==> src/rtl/breakout_pkg.sv <==
// Shared breakout definitions used by the collision detector, game_logic and
// the renderer: screen geometry, default ball size, side-flag indices, the
// beam-position record carried through the obstacle alignment delay, and a
// saturating 4-bit counter helper.
package breakout_pkg;

  localparam int H_VISIBLE = 640;
  localparam int V_VISIBLE = 480;
  localparam int BALL_SIZE = 4;

  // Bit positions of the side-match vector
  localparam int TOP    = 0;
  localparam int BOTTOM = 1;
  localparam int LEFT   = 2;
  localparam int RIGHT  = 3;

  typedef struct packed {
    logic       valid;  // beam inside the visible area
    logic [9:0] hpos;
    logic [9:0] vpos;
  } beam_pos_t;

  function automatic logic [3:0] sat_inc(input logic [3:0] cnt, input logic inc);
    return (inc && cnt != 4'hF) ? cnt + 4'd1 : cnt;
  endfunction

endpackage

==> src/rtl/ball_collision_detector_pos_delay_line.sv <==
// pos_delay_line: delays the beam position record by DEPTH cycles so it lines
// up with the renderer's obstacle sample. DEPTH==0 is a plain wire.
// Ports:
//   clk, nRst  clock, async active-low reset (clears every stage incl. valid)
//   din        beam position record at presentation time
//   dout       the same record DEPTH cycles later
module pos_delay_line import breakout_pkg::*; #(
  parameter int DEPTH = 1
) (
  input  logic      clk,
  input  logic      nRst,
  input  beam_pos_t din,
  output beam_pos_t dout
);

  generate
    if (DEPTH == 0) begin : g_wire
      assign dout = din;
    end else begin : g_pipe
      beam_pos_t [DEPTH-1:0] pipe_q;

      always_ff @(posedge clk or negedge nRst) begin
        if (!nRst) begin
          pipe_q <= '0;
        end else begin
          pipe_q[0] <= din;
          for (int i = 1; i < DEPTH; i++) pipe_q[i] <= pipe_q[i-1];
        end
      end

      assign dout = pipe_q[DEPTH-1];
    end
  endgenerate

endmodule

==> src/rtl/ball_collision_detector.sv <==
// ball_collision_detector: classifies obstacle pixels on the one-pixel ring
// around the ball box as top/bottom/left/right contacts and emits a registered
// collision strobe with side flags. Also produces the once-per-frame
// frame_pulse and a saturating per-frame contact count.
// Ports:
//   clk, nRst          clock, async active-low reset
//   hpos, vpos         beam position
//   ball_x, ball_y     ball top-left from game_logic (sampled during blanking)
//   obstacle           obstacle pixel, OBSTACLE_LATENCY cycles after hpos/vpos
//   frame_pulse        one-cycle strobe after (0, FRAME_PULSE_LINE) is sampled
//   collision          one-cycle contact strobe
//   ball_*_col         side of the contact (at most one set per strobe)
//   hit_count          contacts counted in the previous frame, saturating at 15
module ball_collision_detector #(
  parameter int BALL_SIZE        = breakout_pkg::BALL_SIZE,
  parameter int H_VISIBLE        = breakout_pkg::H_VISIBLE,
  parameter int V_VISIBLE        = breakout_pkg::V_VISIBLE,
  parameter int FRAME_PULSE_LINE = 480,
  parameter int OBSTACLE_LATENCY = 1
) (
  input  logic       clk,
  input  logic       nRst,
  input  logic [9:0] hpos,
  input  logic [9:0] vpos,
  input  logic [9:0] ball_x,
  input  logic [8:0] ball_y,
  input  logic       obstacle,
  output logic       frame_pulse,
  output logic       collision,
  output logic       ball_top_col,
  output logic       ball_bottom_col,
  output logic       ball_left_col,
  output logic       ball_right_col,
  output logic [3:0] hit_count
);
  import breakout_pkg::*;

  localparam logic [10:0] H_VIS   = 11'(H_VISIBLE);
  localparam logic [10:0] V_VIS   = 11'(V_VISIBLE);
  localparam logic [10:0] BS      = 11'(BALL_SIZE);
  localparam logic [9:0]  FP_LINE = 10'(FRAME_PULSE_LINE);

  // ---------------- beam alignment ----------------
  logic [10:0] hpos_w, vpos_w;
  beam_pos_t   cur_pos, aln_pos;

  assign hpos_w  = {1'b0, hpos};
  assign vpos_w  = {1'b0, vpos};
  assign cur_pos = '{valid: (hpos_w < H_VIS) && (vpos_w < V_VIS), hpos: hpos, vpos: vpos};

  pos_delay_line #(.DEPTH(OBSTACLE_LATENCY)) u_delay (
    .clk  (clk),
    .nRst (nRst),
    .din  (cur_pos),
    .dout (aln_pos)
  );

  // ---------------- ball snapshot ----------------
  // Frozen through the visible area so a mid-frame ball update cannot split
  // one frame's contacts across two positions.
  logic [9:0] snap_x;
  logic [8:0] snap_y;

  always_ff @(posedge clk or negedge nRst) begin
    if (!nRst) begin
      snap_x <= '0;
      snap_y <= '0;
    end else if (vpos_w >= V_VIS) begin
      snap_x <= ball_x;
      snap_y <= ball_y;
    end
  end

  // ---------------- classification ----------------
  // 11-bit arithmetic: written as ay+1==sy rather than ay==sy-1 so a ball at
  // line/column 0 never matches a top/left contact, and sx+BS past the screen
  // edge simply never matches a visible pixel.
  logic [10:0] ax, ay, sx, sy, x_last, y_last;
  logic        in_cols, in_rows;
  logic [3:0]  side;
  logic        hit;

  assign ax     = {1'b0, aln_pos.hpos};
  assign ay     = {1'b0, aln_pos.vpos};
  assign sx     = {1'b0, snap_x};
  assign sy     = {2'b0, snap_y};
  assign x_last = sx + BS - 11'd1;
  assign y_last = sy + BS - 11'd1;

  assign in_cols = (ax >= sx) && (ax <= x_last);
  assign in_rows = (ay >= sy) && (ay <= y_last);

  // Ring corners fall outside both ranges, so they match no side.
  always_comb begin
    side         = '0;
    side[TOP]    = (ay + 11'd1 == sy) && in_cols;
    side[BOTTOM] = (ay == sy + BS)    && in_cols;
    side[LEFT]   = (ax + 11'd1 == sx) && in_rows;
    side[RIGHT]  = (ax == sx + BS)    && in_rows;
  end

  // armed stays low from reset until the first frame_pulse, so a contact
  // interrupted by reset cannot resurface against the cleared snapshot.
  logic armed;

  assign hit = armed && aln_pos.valid && obstacle && (|side);

  // ---------------- outputs, frame pulse, counting ----------------
  logic       fire_frame;
  logic [3:0] run_cnt, cnt_next;

  assign fire_frame = (hpos == 10'd0) && (vpos == FP_LINE);
  assign cnt_next   = sat_inc(run_cnt, collision);

  always_ff @(posedge clk or negedge nRst) begin
    if (!nRst) begin
      collision       <= 1'b0;
      ball_top_col    <= 1'b0;
      ball_bottom_col <= 1'b0;
      ball_left_col   <= 1'b0;
      ball_right_col  <= 1'b0;
      frame_pulse     <= 1'b0;
      hit_count       <= '0;
      run_cnt         <= '0;
      armed           <= 1'b0;
    end else begin
      collision       <= hit;
      ball_top_col    <= hit && side[TOP];
      ball_bottom_col <= hit && side[BOTTOM];
      ball_left_col   <= hit && side[LEFT];
      ball_right_col  <= hit && side[RIGHT];
      frame_pulse     <= fire_frame;
      armed           <= armed || fire_frame;
      if (fire_frame) begin
        hit_count <= cnt_next;
        run_cnt   <= '0;
      end else begin
        run_cnt   <= cnt_next;
      end
    end
  end

endmodule

==> config.mk <==
export PLATFORM = sky130hd
export DESIGN_NAME = ball_collision_detector
export DESIGN_NICKNAME = d
export VERILOG_FILES = /design/src/rtl/breakout_pkg.sv /design/src/rtl/ball_collision_detector_pos_delay_line.sv /design/src/rtl/ball_collision_detector.sv
export SDC_FILE = /design/constraint.sdc
export NUM_CORES = 1
export LEC_CHECK = 0
export ABC_AREA = 1
export BUFFER_PORTS_ARGS = -buffer_cell sky130_fd_sc_hd__buf_2
export CAP_MARGIN = 20
export CORE_MARGIN = 1.5
export CORE_UTILIZATION = 35
export DETAILED_ROUTE_END_ITERATION = 10
export SLEW_MARGIN = 20
export SYNTH_ARGS = -nofsm -noshare
export SYNTH_HDL_FRONTEND = slang
export SYNTH_SLANG_ARGS = --single-unit
==> constraint.sdc <==
create_clock -name clk -period 7.76 [get_ports clk]
set_clock_uncertainty 0.1 [all_clocks]
set_input_delay 1.164 -clock clk [delete_from_list [all_inputs] [get_ports clk]]
set_output_delay 1.164 -clock clk [all_outputs]
set_load 0.03 [all_outputs]
==> metrics.yaml, run 1 <==
run_status:
  status: "finished, final reports clean"
worst_hold_path:
  hp-class: "reg2reg"
  hold_end: "hit_count[3]"
  hold_depth: 2
  hold_start: "hit_count[3]"
placed_design:
  gp_congestion: 0.906
  portBuffers: 51
  hpwl_um: 9160
  postPlaceCellArea_um2: 4960
floorplanning:
  die_w_um: 116
  top_level_ports: 52
  die_area_um2: 13600
  die_y_um: 116
  core.rowCount: 41
  initial_core_util_pct: 35.9
  core_um2: 12600
setup_path:
  worstPathArrival_ns: 3.23
  reg2reg_from: "snap_x[2]"
  ff2ff_path_depth: 20
  r2r_setup_slack_ns: 4.63
  required_ns: 7.86
  crit_path_start_kind: "flip-flop"
  crit_start: "snap_x[2]"
  path_max_fanout: 7
  critPathKind: "reg2reg"
  reg2reg_to: "ball_bottom_col"
  cp-end-kind: "flip-flop"
sta:
  drv_slew: 0
  relSlewSlack_pct: 52.8
  max_freq_mhz: 319
  post-route-period-util_pct: 40.4
  finalSetupViolCount: 0
  grt_setup_unrepaired: "no"
  finalCriticalPeriod_ns: 3.13
  fin_setup_tns_ns: 0
  worstMarginPinSlew_ns: 0.709
  hold_viol_final: 0
drt:
  wl_um: 11200
  first_iter_violations: 233
  drtPass1Iterations: 4
  ant_nets: 0
  vias_per_cell: 4.81
  vias: 4026
  drc_errors: 0
  wl_per_cell_um: 13.4
power_and_ir_drop:
  intPower_w: 0.000515
  p_per_area_nw_per_um2: 156
  leakage_nw: 2.63
  p_sw_share_pct: 35.5
  p_comb_share_pct: 28.4
  p_switching_w: 0.000284
  ir_drop_mv: 0.110
  seq_power_share_pct: 41.1
  p_clk_share_pct: 30.5
yosys:
  synthDistinctLibCells: 43
  synth_xor_area_share_pct: 7.55
  synth-compound-area-share_pct: 7.99
  ys_seq_elements: 55
  netlist_area_um2: 4510
  synth_cells: 611
  synth_adder_area_share_pct: 13.3
  yosys_warnings: 0
  syn_area_per_cell_um2: 7.38
  synth_top_family_by_area: "simple AND/OR/NAND/NOR gates"
  synthSimpleGateAreaFrac_pct: 33.1
  yosysSeqAreaShare_pct: 30.5
  synth_mux_area_share_pct: 0
  synth_fp_nets: 701
cts:
  clk_path_buf_depth: 2
  cts_resized: 0
  cts_buffers: 5
  clock-root-buffer: "clkbuf_16"
  worstSkewPairLatency_ns: 0.31
  cts_tree: "built"
  clk_pin_slew_ns: 0.08
  ctsHoldBuffers: 0
  clock-sinks: 55
  htreeDepth: 2
  post_cts_buffers: 0
layout:
  mostFrequentLayoutCell: "nand2_1"
  mostFrequentLayoutCells: "nand2_1 (158), inv_1 (75), dfrtp_1 (55)"
  final_area_um2: 5120
  drive_gt1_share_pct: 16.1
  nets: 754
  synthToLayoutAreaGrowth_pct: 13.5
  utilization_pct: 40.7
  antennaDiodeCount: 0
grt:
  grt_pass1_wl_um: 18900
  grt_pass1_vias: 3999
  grt_max_degree: 56
  antenna_found_initial: 0
  grt_usage_pct: 18.0
  grt_overflow_total: 0
run:
  cap_violations: 0
## logic make-up (layout without fill, tap and decap cells)
family	count (synthesis)	count (layout)
and+or+nand+nor	318	318
xor gates and xnor gates	38	38
adders and majority gates	48	48
AOI/OAI and AO/OA	64	64
DFF	55	55
buffers and inverters	88	142
## routing by layer
layer | global-route usage, % | vias up | wire length [µm]
met3 | 3.58 | 27 | 552
met4 | 6.50 | 0 | 317
met5 | 0 | - | 0
li1 | - | 2074 | -
met2 | 30.4 | 98 | 5230
met1 | 22.8 | 1827 | 5090
## Yosys cell counts, drive strengths merged
cell type / n / area share, %
or3: 1 / 0.14
nand4: 15 / 2.1
buf: 4 / 0.47
ha: 48 / 13
or4: 1 / 0.17
o31ai: 1 / 0.17
clkinv: 1 / 0.11
nor4: 3 / 0.75
xnor2: 12 / 2.3
dfrtp: 55 / 31
nor2: 64 / 6.7
nand2: 169 / 15
a21oi: 21 / 2.4
o21ai: 33 / 3.8
or2: 9 / 1.2
clkbuf: 3 / 0.25
a21o: 3 / 0.50
a21boi: 1 / 0.25
xor2: 26 / 5.2
o2111ai: 1 / 0.19
o21bai: 1 / 0.17
nand3b: 5 / 0.83
nor3: 9 / 1.0
o211ai: 2 / 0.33
a31oi: 1 / 0.14
inv: 80 / 6.7
nand3: 42 / 5.3
## power groups by stage
stage                     Combinational [W]  Clock, W  Sequential [W]
after floorplan                    0.000169         0        0.000324
after global placement             0.000222         0        0.000333
after detailed placement           0.000227         0        0.000334
after CTS                          0.000228  0.000254        0.000328
after global routing               0.000263  0.000266        0.000331
final                              0.000227  0.000244        0.000328
## critical path, stage by stage, from the launching register on
cell      delay [ns]
dfrtp_1         0.48
ha_1            0.32
xnor2_1         0.21
nand4_1         0.15
nand3b_1        0.23
xnor2_1         0.16
inv_1           0.06
ha_1            0.26
nand2_1         0.06
nor3_1          0.23
nand2_1         0.09
nand3_1         0.07
nand2_1         0.05
nand2_1         0.05
nand2_1         0.06
nor2_2          0.14
nor2_4          0.05
o21ai_2         0.07
nand2_2         0.06
nand2_2         0.08
nor2_1          0.05
## how the worst max path moves through the flow
stage                      endpoint  slack, ns  cells after the start
floorplan           ball_bottom_col       4.94                     20
global placement     ball_right_col       4.76                     20
detailed placement    ball_left_col       4.63                     20
CTS                   ball_left_col       4.60                     20
global route              collision       4.17                     20
finish              ball_bottom_col       4.63                     20
## cell type report
cell class / count / area [µm²]
multi-input combinational: 468 / 2790
tap: 172 / 215
clock inverter: 3 / 31.3
inverter: 81 / 305
sequential: 55 / 1380
clock buffer: 5 / 125
fill: 1313 / 7450
timing repair buffer: 53 / 270
## through the flow
step | total power [W] | setup slack, ns | hold slack [ns] | instances
floorplan | 0.000493 | 4.94 | 0.340 | 611
global placement | 0.000555 | 4.76 | 0.360 | 829
detailed placement | 0.000560 | 4.63 | 0.380 | 829
CTS | 0.000809 | 4.60 | 0.398 | 837
global route | 0.000861 | 4.17 | 0.410 | 837
finish | 0.000799 | 4.63 | 0.393 | 837
## registers in the layout, summed over array words and instances (netlist names)
| signal | flops |
|---|---|
| u_delay.dout | 21 |
| ball_right_col | 1 |
| armed | 1 |
| ball_bottom_col | 1 |
| ball_left_col | 1 |
| snap_x | 10 |
| ball_top_col | 1 |
| collision | 1 |
| frame_pulse | 1 |
| snap_y | 9 |
| hit_count | 4 |
| run_cnt | 4 |
Power figures use the tool's default switching activity.
==> run 2: changes to the inputs <==
==> constraint.sdc (replaced) <==
create_clock -name clk -period 2.7 [get_ports clk]
set_clock_uncertainty 0.1 [all_clocks]
set_input_delay 0.405 -clock clk [delete_from_list [all_inputs] [get_ports clk]]
set_output_delay 0.405 -clock clk [all_outputs]
set_load 0.03 [all_outputs]
==> metrics.yaml, run 2 (synthesis results as in run 1) <==
cts:
  clock-root-buffer: "clkbuf_16"
  htreeDepth: 2  # unchanged
  clock-sinks: 55  # unchanged
  worstSkewPairLatency_ns: 0.32  # about the same
  cts_tree: "built"
  clk_pin_slew_ns: 0.08  # about the same
  cts_buffers: 5  # unchanged
  clk_path_buf_depth: 2  # unchanged
floorplanning:
  core.rowCount: 41  # unchanged
  core_um2: 12600  # unchanged
  top_level_ports: 52  # unchanged
  initial_core_util_pct: 35.9  # unchanged
  die_area_um2: 13600  # unchanged
  die_y_um: 116  # unchanged
  die_w_um: 116  # unchanged
drt:
  wl_um: 11600  # +4.0%
  first_iter_violations: 171  # -27%
  wl_per_cell_um: 13.1  # -1.7%
  drtPass1Iterations: 4  # unchanged
  drc_errors: 0  # unchanged
  ant_nets: 0  # unchanged
  vias: 4168  # +3.5%
  vias_per_cell: 4.70  # -2.2%
layout:
  mostFrequentLayoutCells: "nand2_1 (156), inv_1 (75), dfrtp_1 (52)"
  final_area_um2: 5640  # +10%
  largest_reg_flops: 21  # unchanged
  mostFrequentLayoutCell: "nand2_1"
  fillers: 1274  # -3.0%
  drive_gt1_share_pct: 24.2  # +8.1 points
  antennaDiodeCount: 0  # unchanged
  synthToLayoutAreaGrowth_pct: 25.2
  nets: 803  # +6.5%
sta:
  hold_viol_final: 0  # unchanged
  relSlewSlack_pct: 73.5  # +21 points
  finalCriticalPeriod_ns: 2.82  # -0.317 ns
  setup_ws_ns: -0.117  # -4.74 ns
  max_freq_mhz: 355  # +11%
  post-route-period-util_pct: 104  # +64 points
  drv_slew: 0  # unchanged
  grt_setup_unrepaired: "yes"
  finalSetupViolCount: 5  # +5
  worstMarginPinSlew_ns: 0.395  # -0.314 ns
grt:
  grt_usage_pct: 18.9  # +0.96 points
  grtUsageMet1_pct: 23.8  # +1.0 points
  grt_overflow_total: 0  # unchanged
  grt_use_met2_pct: 32.5  # +2.1 points
  met3_usage_pct: 3.48  # -0.10 points
  top_usage_layer: "met2"
  grt_pass1_vias: 4173  # +4.4%
  grt_pass1_wl_um: 19800  # +4.8%
  grt_max_degree: 56  # unchanged
  antenna_found_initial: 0  # unchanged
setup_path:
  cp-end-kind: "flip-flop"
  crit_path_start_kind: "flip-flop"
  path_max_fanout: 4  # -3
  required_ns: 2.84  # -5.02 ns
  critPathKind: "reg2reg"
  worstPathArrival_ns: 2.95  # -0.28 ns
power_and_ir_drop:
  power_w: 0.00254  # +220%
  ir_drop_mv: 0.270  # +150%
  leakage_nw: 2.91  # +11%
  p_per_area_nw_per_um2: 451  # +190%
worst_hold_path:
  hp-class: "in2reg"
run_status:
  status: "complete, but fails checks"
  violations: "negative setup slack"
run:
  cap_violations: 0  # unchanged
placed_design:
  hpwl_um: 9430  # +2.9%
  portBuffers: 51  # unchanged
  gp_congestion: 0.903  # -0.30%
  place_ws_ns: -0.160  # -4.79 ns
  postPlaceCellArea_um2: 5350  # +7.8%
## run 2: changes by cell type in the layout (fill, tap and decap cells not counted), moves of 3 or more
cell / before / now
buf_4: 2 / 49
ha_1: 48 / 44
nor3_1: 9 / 5
dfrtp_1: 55 / 52
dfrtp_2: 0 / 3
ha_4: 0 / 3
## run 2: area by class of cell
class	instances	area, µm²	share of cell area (%)
Sequential cell	55	1380	24.5
Tap cell	172	215	3.81
Timing Repair Buffer	102	653	11.6
Multi-Input combinational cell	468	2910	51.6
Clock inverter	3	50.0	0.887
Clock buffer	5	125	2.22
Inverter	81	305	5.41
## run 2: power breakdown
group / internal (W) / switching, W
sequential: 0.000867 / 0.0000733
clock: 0.000449 / 0.000350
combinational: 0.000357 / 0.000446
total: 0.00167 / 0.000870
## run 2: through the flow
step,TNS [ns],utilization (%),cells,hold WS [ns]
2_1_floorplan,0,-,611,0.00941
5_1_grt,-1.42,44.9,886,0.0907
3_5_place_dp,-0.750,42.6,873,0.330
3_3_place_gp,-0.323,42.6,873,0.324
6_report,-0.459,44.9,886,0.0947
4_1_cts,-0.403,44.3,884,0.0827
## run 2: metal layers
metal | vias up | wire [µm]
met4 | 0 | 265
li1 | 2174 | -
met5 | - | 0
met3 | 16 | 547
met1 | 1893 | 5210
met2 | 85 | 5620
## run 2: worst max-delay path, cell delays in order (launching register included)
cell,delay (ns)
dfrtp_2,0.46
ha_4,0.20
xnor2_2,0.13
nand4_1,0.11
nand3b_1,0.23
buf_4,0.17
nor3_2,0.15
xor2_1,0.16
inv_1,0.06
ha_1,0.30
nand4_1,0.13
nand2_2,0.12
nor2_4,0.04
nor2_4,0.09
o21ai_2,0.06
nand2_2,0.07
nand2_4,0.06
nor2_1,0.10
## run 2: timing repair
action,4_1_cts,5_1_grt
pin swaps,5,2
buffers inserted,2,2
endpoints found under the hold margin,45,0
setup endpoints to repair,5,5
hold buffers,1,0
gates resized for setup,2,15
## run 2: final timing paths
check / startpoint / end / slack, ns / depth (start not counted)
min in group asynchronous: nRst / snap_x[4] / 0.51 / 3
max in group asynchronous: nRst / snap_y[7] / 1.73 / 3
hold / removal: hpos[2] / u_delay.dout[12] / 0.09 / 1
setup / recovery: snap_x[2] / ball_bottom_col / -0.12 / 17
hold reg to reg: hit_count[0] / hit_count[0] / 0.39 / 2
setup reg to reg: snap_x[2] / ball_bottom_col / -0.12 / 17
==> run 3: changes to the inputs <==
--- a/config.mk
+++ b/config.mk
@@ -7,10 +7,10 @@
 export LEC_CHECK = 0
 export ABC_AREA = 1
 export BUFFER_PORTS_ARGS = -buffer_cell sky130_fd_sc_hd__buf_2
-export CAP_MARGIN = 20
 export CORE_MARGIN = 1.5
 export CORE_UTILIZATION = 35
 export DETAILED_ROUTE_END_ITERATION = 10
+export RECOVER_POWER = 50
 export SLEW_MARGIN = 20
 export SYNTH_ARGS = -nofsm -noshare
 export SYNTH_HDL_FRONTEND = slang
==> metrics.yaml, run 3 (synthesis results as in run 1) <==
run_status:
  violations: "negative setup slack"
  status: "complete, but fails checks"
cts:
  htreeDepth: 2  # unchanged
  clock-sinks: 55  # unchanged
  clk_pin_slew_ns: 0.08  # about the same
  cts_tree: "built"
  worstSkewPairLatency_ns: 0.32  # about the same
  cts_buffers: 5  # unchanged
  clock-root-buffer: "clkbuf_16"
  clk_path_buf_depth: 2  # unchanged
layout:
  largest_reg_flops: 21  # unchanged
  mostFrequentLayoutCell: "nand2_1"
  antennaDiodeCount: 0  # unchanged
  mostFrequentLayoutCells: "nand2_1 (156), inv_1 (75), dfrtp_1 (52)"
  drive_gt1_share_pct: 22.4  # -1.8 points
  synthToLayoutAreaGrowth_pct: 24.5
  nets: 803  # unchanged
  final_area_um2: 5610  # -0.55%
  utilization_pct: 44.6  # -0.25 points
setup_path:
  crit_path_start_kind: "flip-flop"
  cp-end-kind: "flip-flop"
  r2r_setup_slack_ns: -0.12  # about the same
  reg2reg_to: "ball_bottom_col"
  worstPathArrival_ns: 2.96  # about the same
  critPathKind: "reg2reg"
  crit_start: "snap_x[2]"
  reg2reg_from: "snap_x[2]"
  ff2ff_path_depth: 17  # unchanged
  required_ns: 2.84  # about the same
  path_max_fanout: 4  # unchanged
  endpoint: "ball_bottom_col"
power_and_ir_drop:
  leakage_nw: 2.87  # -1.4%
  power_w: 0.00253  # -0.32%
  ir_drop_mv: 0.272  # +0.72%
  p_per_area_nw_per_um2: 452  # +0.23%
sta:
  worstMarginPinSlew_ns: 1.39  # +0.992 ns
  hold_viol_final: 0  # unchanged
  post-route-period-util_pct: 104  # about the same
  finalCriticalPeriod_ns: 2.82  # +0.000508 ns
  grt_setup_unrepaired: "yes"
  finalSetupViolCount: 5  # unchanged
  max_freq_mhz: 355  # about the same
  drv_slew: 0  # unchanged
  fin_setup_tns_ns: -0.457  # +0.00218 ns
  setup_ws_ns: -0.117  # -0.000508 ns
  relSlewSlack_pct: 7.55  # -66 points
grt:
  grt_overflow_total: 0  # unchanged
  grt_max_degree: 56  # unchanged
  grt_pass1_vias: 4173  # unchanged
  grt_pass1_wl_um: 19800  # unchanged
  grt_usage_pct: 18.9  # unchanged
  antenna_found_initial: 0  # unchanged
placed_design:
  gp_congestion: 0.903  # unchanged
  portBuffers: 51  # unchanged
  place_ws_ns: -0.160  # unchanged
  hpwl_um: 9430  # unchanged
  postPlaceCellArea_um2: 5350  # unchanged
drt:
  drtPass1Iterations: 4  # unchanged
  ant_nets: 0  # unchanged
  wl_um: 11600  # about the same
  drc_errors: 0  # unchanged
  vias_per_cell: 4.69  # -0.31%
  wl_per_cell_um: 13.1  # about the same
  first_iter_violations: 175  # +2.3%
  vias: 4155  # -0.31%
floorplanning:
  die_y_um: 116  # unchanged
  initial_core_util_pct: 35.9  # unchanged
  core.rowCount: 41  # unchanged
  die_w_um: 116  # unchanged
  core_um2: 12600  # unchanged
  die_area_um2: 13600  # unchanged
  top_level_ports: 52  # unchanged
run:
  cap_violations: 0  # unchanged
worst_hold_path:
  hp-class: "in2reg"
## run 3: cell types whose count changed in the layout (fill, tap and decap cells not counted), sizes merged
cell / before / now
buf: 101 / 87
clkbuf: 5 / 19
## run 3: power breakdown
group          total (W)  leakage [nW]  switching (W)  internal [W]
Combinational   0.000796          2.12       0.000445      0.000351
Sequential      0.000940         0.667      0.0000733      0.000867
Clock           0.000798        0.0863       0.000349      0.000449
## run 3: layout make-up
class                      count  area, µm²
fill                        1283       6960
multi-input combinational    468       2910
sequential                    55       1380
timing repair buffer         102        622
inverter                      81        305
tap                          172        215
clock buffer                   5        125
clock inverter                 3       50.0
## run 3: worst min-delay path by stage
| stage | end | from | cells past startpoint | slack (ns) |
|---|---|---|---|---|
| global placement | run_cnt[0] | nRst | 2 | 0.32 |
| detailed placement | hit_count[0] | nRst | 2 | 0.33 |
| floorplan | armed | nRst | 0 | 0.009 |
| CTS | u_delay.dout[12] | hpos[2] | 1 | 0.08 |
| finish | u_delay.dout[12] | hpos[2] | 1 | 0.09 |
| global route | u_delay.dout[11] | hpos[1] | 1 | 0.09 |
## run 3: what timing repair did
item / CTS / global route
pin swaps: 5 / 2
setup endpoints to repair: 5 / 5
cloned: 0 / 0
hold buffers: 1 / 0
hold endpoints to repair: 45 / 0
buffers inserted: 2 / 2
resized for setup: 2 / 15
## run 3: layer usage
metal  track usage [%]  vias to the layer above  routed length, µm
met5                 0                        -                  0
met4              6.83                        0                281
met3              3.48                       19                473
met2              32.5                       67               5600
met1              23.8                     1896               5300
li1                  -                     2173                  -
## run 3: critical path: stages (launching register included)
cell and delay (ns):
dfrtp_2 0.46, ha_4 0.20, xnor2_2 0.14, nand4_1 0.11, nand3b_1 0.23, buf_4 0.17
nor3_2 0.15, xor2_1 0.16, inv_1 0.06, ha_1 0.30, nand4_1 0.13, nand2_2 0.12
nor2_4 0.04, nor2_4 0.09, o21ai_2 0.06, nand2_2 0.07, nand2_4 0.06, nor2_1 0.10
## run 3: stage by stage
step,instances,hold slack (ns)
floorplan,611,0.00941
global placement,873,0.324
detailed placement,873,0.330
CTS,884,0.0827
global route,886,0.0907
finish,886,0.0929
